$ cat src/rtl/fetch_pkg.sv
// Shared types and constants for the instruction-fetch stage.
package fetch_pkg;

    typedef enum logic [1:0] {
        BOOT_HI = 2'd0,
        BOOT_LO = 2'd1,
        RUN     = 2'd2,
        HALTED  = 2'd3
    } fetch_state_t;

    localparam logic [4:0]  HLT_OPCODE_DEF    = 5'b00001;
    localparam logic [15:0] NOP_WORD_DEF      = 16'h0000;
    localparam int          RESET_VEC_ADDR_HI = 0;
    localparam int          RESET_VEC_ADDR_LO = 1;

endpackage

$ cat src/rtl/fetch_unit_pc_reg.sv
// Program counter with load (priority), increment and hold.
module pc_reg #(
    parameter int PC_W = 32
) (
    input  logic            clk,
    input  logic            rst_n,
    input  logic            load,
    input  logic            inc,
    input  logic [PC_W-1:0] load_val,
    output logic [PC_W-1:0] pc
);

    logic [PC_W-1:0] pc_val_reg;

    always_ff @(posedge clk or negedge rst_n) begin
        if (!rst_n) begin
            pc_val_reg <= '0;
        end else if (load) begin
            pc_val_reg <= load_val;
        end else if (inc) begin
            pc_val_reg <= pc_val_reg + 1'b1;
        end
    end

    assign pc = pc_val_reg;

endmodule

$ cat src/rtl/fetch_unit.sv
// Fetch stage: boots PC from a two-word reset vector, then issues one
// registered instruction word per cycle with stall, redirect and halt.
module fetch_unit
    import fetch_pkg::*;
#(
    parameter int          PC_W       = 32,
    parameter int          IMEM_AW    = 20,
    parameter logic [4:0]  HLT_OPCODE = HLT_OPCODE_DEF,
    parameter logic [15:0] NOP_WORD   = NOP_WORD_DEF
) (
    input  logic               clk,
    input  logic               rst_n,
    output logic [IMEM_AW-1:0] imem_addr,
    input  logic [15:0]        imem_data,
    input  logic               stall,
    input  logic               jump_bit,
    input  logic [PC_W-1:0]    jump_target,
    output logic [15:0]        ir_out,
    output logic               ir_valid,
    output logic [PC_W-1:0]    pc_out,
    output logic               flush,
    output logic               halted
);

    fetch_state_t    state_reg, state_next;
    logic [15:0]     ir_out_reg, ir_out_next;
    logic            ir_valid_reg, ir_valid_next;
    logic [PC_W-1:0] pc_out_reg, pc_out_next;
    logic            flush_reg, flush_next;
    logic            halted_reg, halted_next;
    logic [15:0]     vec_hi_reg, vec_hi_next;

    logic            pc_load, pc_inc;
    logic [PC_W-1:0] pc_load_val;
    logic [PC_W-1:0] pc;

    pc_reg #(.PC_W(PC_W)) u_pc (
        .clk      (clk),
        .rst_n    (rst_n),
        .load     (pc_load),
        .inc      (pc_inc),
        .load_val (pc_load_val),
        .pc       (pc)
    );

    always_comb begin
        case (state_reg)
            BOOT_HI: imem_addr = IMEM_AW'(RESET_VEC_ADDR_HI);
            BOOT_LO: imem_addr = IMEM_AW'(RESET_VEC_ADDR_LO);
            default: imem_addr = IMEM_AW'(pc);
        endcase
    end

    always_comb begin
        state_next    = state_reg;
        ir_out_next   = ir_out_reg;
        ir_valid_next = ir_valid_reg;
        pc_out_next   = pc_out_reg;
        flush_next    = 1'b0;
        halted_next   = halted_reg;
        vec_hi_next   = vec_hi_reg;
        pc_load       = 1'b0;
        pc_inc        = 1'b0;
        pc_load_val   = jump_target;

        case (state_reg)
            BOOT_HI: begin
                vec_hi_next = imem_data;
                state_next  = BOOT_LO;
            end
            BOOT_LO: begin
                // Vector is 32 bits in memory; keep only the low PC_W bits.
                pc_load     = 1'b1;
                pc_load_val = PC_W'({vec_hi_reg, imem_data});
                state_next  = RUN;
            end
            RUN: begin
                if (jump_bit) begin
                    pc_load       = 1'b1;
                    ir_out_next   = NOP_WORD;
                    ir_valid_next = 1'b0;
                    flush_next    = 1'b1;
                end else if (!stall) begin
                    ir_out_next   = imem_data;
                    ir_valid_next = 1'b1;
                    pc_out_next   = pc;
                    pc_inc        = 1'b1;
                    if (imem_data[15:11] == HLT_OPCODE) begin
                        state_next  = HALTED;
                        halted_next = 1'b1;
                    end
                end
            end
            HALTED: begin
                ir_out_next   = NOP_WORD;
                ir_valid_next = 1'b0;
                if (jump_bit) begin
                    pc_load     = 1'b1;
                    flush_next  = 1'b1;
                    halted_next = 1'b0;
                    state_next  = RUN;
                end
            end
            default: state_next = BOOT_HI;
        endcase
    end

    always_ff @(posedge clk or negedge rst_n) begin
        if (!rst_n) begin
            state_reg    <= BOOT_HI;
            ir_out_reg   <= NOP_WORD;
            ir_valid_reg <= 1'b0;
            pc_out_reg   <= '0;
            flush_reg    <= 1'b0;
            halted_reg   <= 1'b0;
            vec_hi_reg   <= '0;
        end else begin
            state_reg    <= state_next;
            ir_out_reg   <= ir_out_next;
            ir_valid_reg <= ir_valid_next;
            pc_out_reg   <= pc_out_next;
            flush_reg    <= flush_next;
            halted_reg   <= halted_next;
            vec_hi_reg   <= vec_hi_next;
        end
    end

    assign ir_out   = ir_out_reg;
    assign ir_valid = ir_valid_reg;
    assign pc_out   = pc_out_reg;
    assign flush    = flush_reg;
    assign halted   = halted_reg;

endmodule

$ cat config.mk
export PLATFORM = sky130hd
export DESIGN_NAME = fetch_unit
export DESIGN_NICKNAME = d
export VERILOG_FILES = /design/src/rtl/fetch_pkg.sv /design/src/rtl/fetch_unit_pc_reg.sv /design/src/rtl/fetch_unit.sv
export SDC_FILE = /design/constraint.sdc
export NUM_CORES = 1
export LEC_CHECK = 0
export ABC_AREA = 0
export BUFFER_PORTS_ARGS = -buffer_cell sky130_fd_sc_hd__buf_2
export CAP_MARGIN = 20
export CORE_ASPECT_RATIO = 1.1
export CORE_UTILIZATION = 50
export DETAILED_ROUTE_END_ITERATION = 12
export PLACE_DENSITY = 0.88
export SYNTH_ARGS = -nofsm -noshare
export SYNTH_HDL_FRONTEND = slang
export SYNTH_SLANG_ARGS = --single-unit
$ cat constraint.sdc
create_clock -name clk -period 3.2 [get_ports clk]
set_input_delay 0.16 -clock clk [delete_from_list [all_inputs] [get_ports clk]]
set_output_delay 0.16 -clock clk [all_outputs]
set_load 0.1 [all_outputs]
==> flow_metrics.env <==
export IMPL_grt_overflow=0
export IMPL_htree_num_levels=3
export IMPL_yosys_warnings=0
export IMPL_tns_ns=0
export IMPL_multi_input_area_um2=2245
export IMPL_power_mw=3.636
export IMPL_hold_path_class="in2reg"
export IMPL_routedWlPerCell_um=19.05
export IMPL_die_h_um=106.1
export IMPL_final_max_slew_viol_count=0
export IMPL_rr_startpoint="state_reg[1]"
export IMPL_grt_pass1_vias=4315
export IMPL_clkSlewWorstSetupHoldPaths_ns=0.11
export IMPL_fin_crit_ns=2.266
export IMPL_critPathLaunchType="flip-flop"
export IMPL_max_slew_margin_pct=53.02
export IMPL_track_usage_pct=28.42
export IMPL_ys_top_cells_by_area="dfrtp_1 (51%), nand2_1 (7.9%), mux2_2 (3.9%)"
export IMPL_tightest_slew_ns=0.7047
export IMPL_fin_cells=751
export IMPL_place_congestion=0.9427
export IMPL_arrival_ns=2.52
export IMPL_powerDensity_nw_per_um2=622.2
export IMPL_synthFlopType="dfrtp_1"
export IMPL_crit_required_ns=3.46
export IMPL_wirelength_um=14310
export IMPL_port_buffers=122
export IMPL_drt_antenna_violating_nets=0
export IMPL_worstHoldStart="jump_target[0]"
export IMPL_avgSynthCellArea_um2=9.549
export IMPL_cp_startpoint="state_reg[1]"
export IMPL_pin_count=123
export IMPL_seq_area_frac_synth_pct=51.30
export IMPL_grt_max_degree=56
export IMPL_timing_final_crit_share_pct=70.81
export IMPL_dp_hpwl_um=10280
export IMPL_start_util_pct=52.17
export IMPL_synth_edf_count=0
export IMPL_syn2layout_area_growth_pct=18.61
export IMPL_synth_area_um2=4927
export IMPL_cts_setup_buffers=0
export IMPL_synth_nets=569
export IMPL_dpl_cell_count=734
export IMPL_core_um2=9444
export IMPL_avgViaCountPerCell=6.041
export IMPL_rows=37
export IMPL_yosys_area_top_type="dfrtp_1"
export IMPL_cts_tree="built"
export IMPL_grt_first_pass_wirelength_um=22840
export IMPL_path_max_fanout=17
export IMPL_finalHoldViolCount=0
export IMPL_cts_root_buf="clkbuf_8"
export IMPL_setup_viol=0
export IMPL_die_w_um=96.65
export IMPL_cts_sinks=101
export IMPL_via_count=4537
export IMPL_drt_iter0_drc=333
export IMPL_end_kind="flip-flop"
export IMPL_diodes=0
export IMPL_r2r_slack_ns=0.93
export IMPL_nFillCells=820
export IMPL_fin_nets=682
export IMPL_clock_latency_ns=0.38
export IMPL_layout_drive_gt1_share_pct=28.08
export IMPL_finClkSkew_ns=0.01883
export IMPL_vdd_drop_max_mv=0.3035
export IMPL_clock_path_buffers=2
export IMPL_maxCapViolCount=0
export IMPL_p_leak_nw=2.839
export IMPL_synthDistinctLibCells=57
export IMPL_route_detailed_drc=0
export IMPL_die_area_um2=10260
export IMPL_ys_ff_latch=101
export IMPL_utilization_pct=61.88
export IMPL_status="finished, final reports clean"
export IMPL_fmax_mhz=441.3
export IMPL_first_pass_iters=5
export IMPL_synthCells=516
export IMPL_yosysTopAreaCellShare_pct=51.30
export IMPL_cts_buffers=9
export IMPL_synth_most_common_cell="nand2_1"
export IMPL_timing_hold_ws_ns=0.01652
export IMPL_rsz0062_at_grt="no"
export IMPL_seq_area_um2=2527
export IMPL_antenna_found_initial=0
export IMPL_path_class="reg2reg"
export IMPL_async_reset_ff_share_pct=100.0
export IMPL_synthTopCellsByCount="nand2_1 (104), dfrtp_1 (101), o21ai_0 (30)"
-- timing repair --
action                                 CTS  global route
endpoints found under the hold margin   53             0
gates resized for setup                  0             0
hold buffers                             1             0
-- power by group --
part / switching (mW) / internal (mW) / total, mW
clock network: 0.466 / 0.313 / 0.779
registers: 0.129 / 1.40 / 1.53
logic: 1.10 / 0.231 / 1.33
total: 1.69 / 1.95 / 3.64
-- metal layers --
layer  wire, um  global-route usage (%)
met5          0                       0
met1       6091                   40.44
met4        368                   10.45
met3       1187                   5.194
met2       6658                   43.66
-- cells in the final DEF, fill, tap and decap left out, types with 4 or more instances in the layout --
cell and n:
nor2_1 23, nor3_1 16, a211oi_1 5, nor2b_1 9, xnor2_1 5, nand3_1 9
a22o_1 16, nor4_1 8, inv_1 10, o21ai_0 30, o22ai_1 22, dfrtp_1 101
and3_1 5, and2_1 20, mux2i_1 4, nand2_1 104, a21oi_1 16, o22a_1 8
nand2b_1 4, mux2_2 17, clkbuf_8 10, buf_2 121, and4_1 4, nand4_1 8
buf_4 12
-- cells by family (layout without fill, tap and decap cells) --
| kind of cell | Yosys count | in the layout | share of synthesized area [%] |
|---|---|---|---|
| AND/OR/NAND/NOR | 224 | 224 | 22.63 |
| AO/OA/AOI/OAI | 120 | 120 | 16.40 |
| flip-flops | 101 | 101 | 51.29 |
| buffers and inverters | 42 | 160 | 3.479 |
| multiplexers | 21 | 21 | 4.698 |
| XOR/XNOR | 7 | 7 | 1.244 |
| adder cells (fa/ha/maj) | 1 | 1 | 0.2539 |
-- per-stage QoR --
stage / worst slack [ns] / cell area [um2]
after floorplan: 1.299 / 4927
after global placement: 1.074 / 5652
after detailed placement: 0.9221 / 5652
after CTS: 0.9221 / 5844
after global routing: 0.7300 / 5844
final: 0.9341 / 5844
-- critical path, cell delays in order (launching register included) --
cell      delay [ns]
dfrtp_1         0.61
nand2b_1        0.56
nand2_1         0.42
nor2_1          0.24
nor2_1          0.06
mux2_2          0.26
-- final timing paths --
| path | end | cells past startpoint |
|---|---|---|
| setup reg to reg | u_pc.pc[10] | 5 |
| hold reg to reg | pc_out[11] | 2 |
| setup / recovery | u_pc.pc[10] | 5 |
| max in group asynchronous | u_pc.pc[9] | 3 |
| hold / removal | u_pc.pc[0] | 3 |
| min in group asynchronous | u_pc.pc[20] | 2 |
-- cell type report --
type	instances	share of cell area (%)
Clock inverter	5	0.7065
Clock buffer	11	2.419
Multi-Input combinational cell	373	38.41
Inverter	10	0.6423
Timing Repair Buffer	134	12.07
Tap cell	117	2.505
Sequential cell	101	43.25
Power figures use the tool's default switching activity.
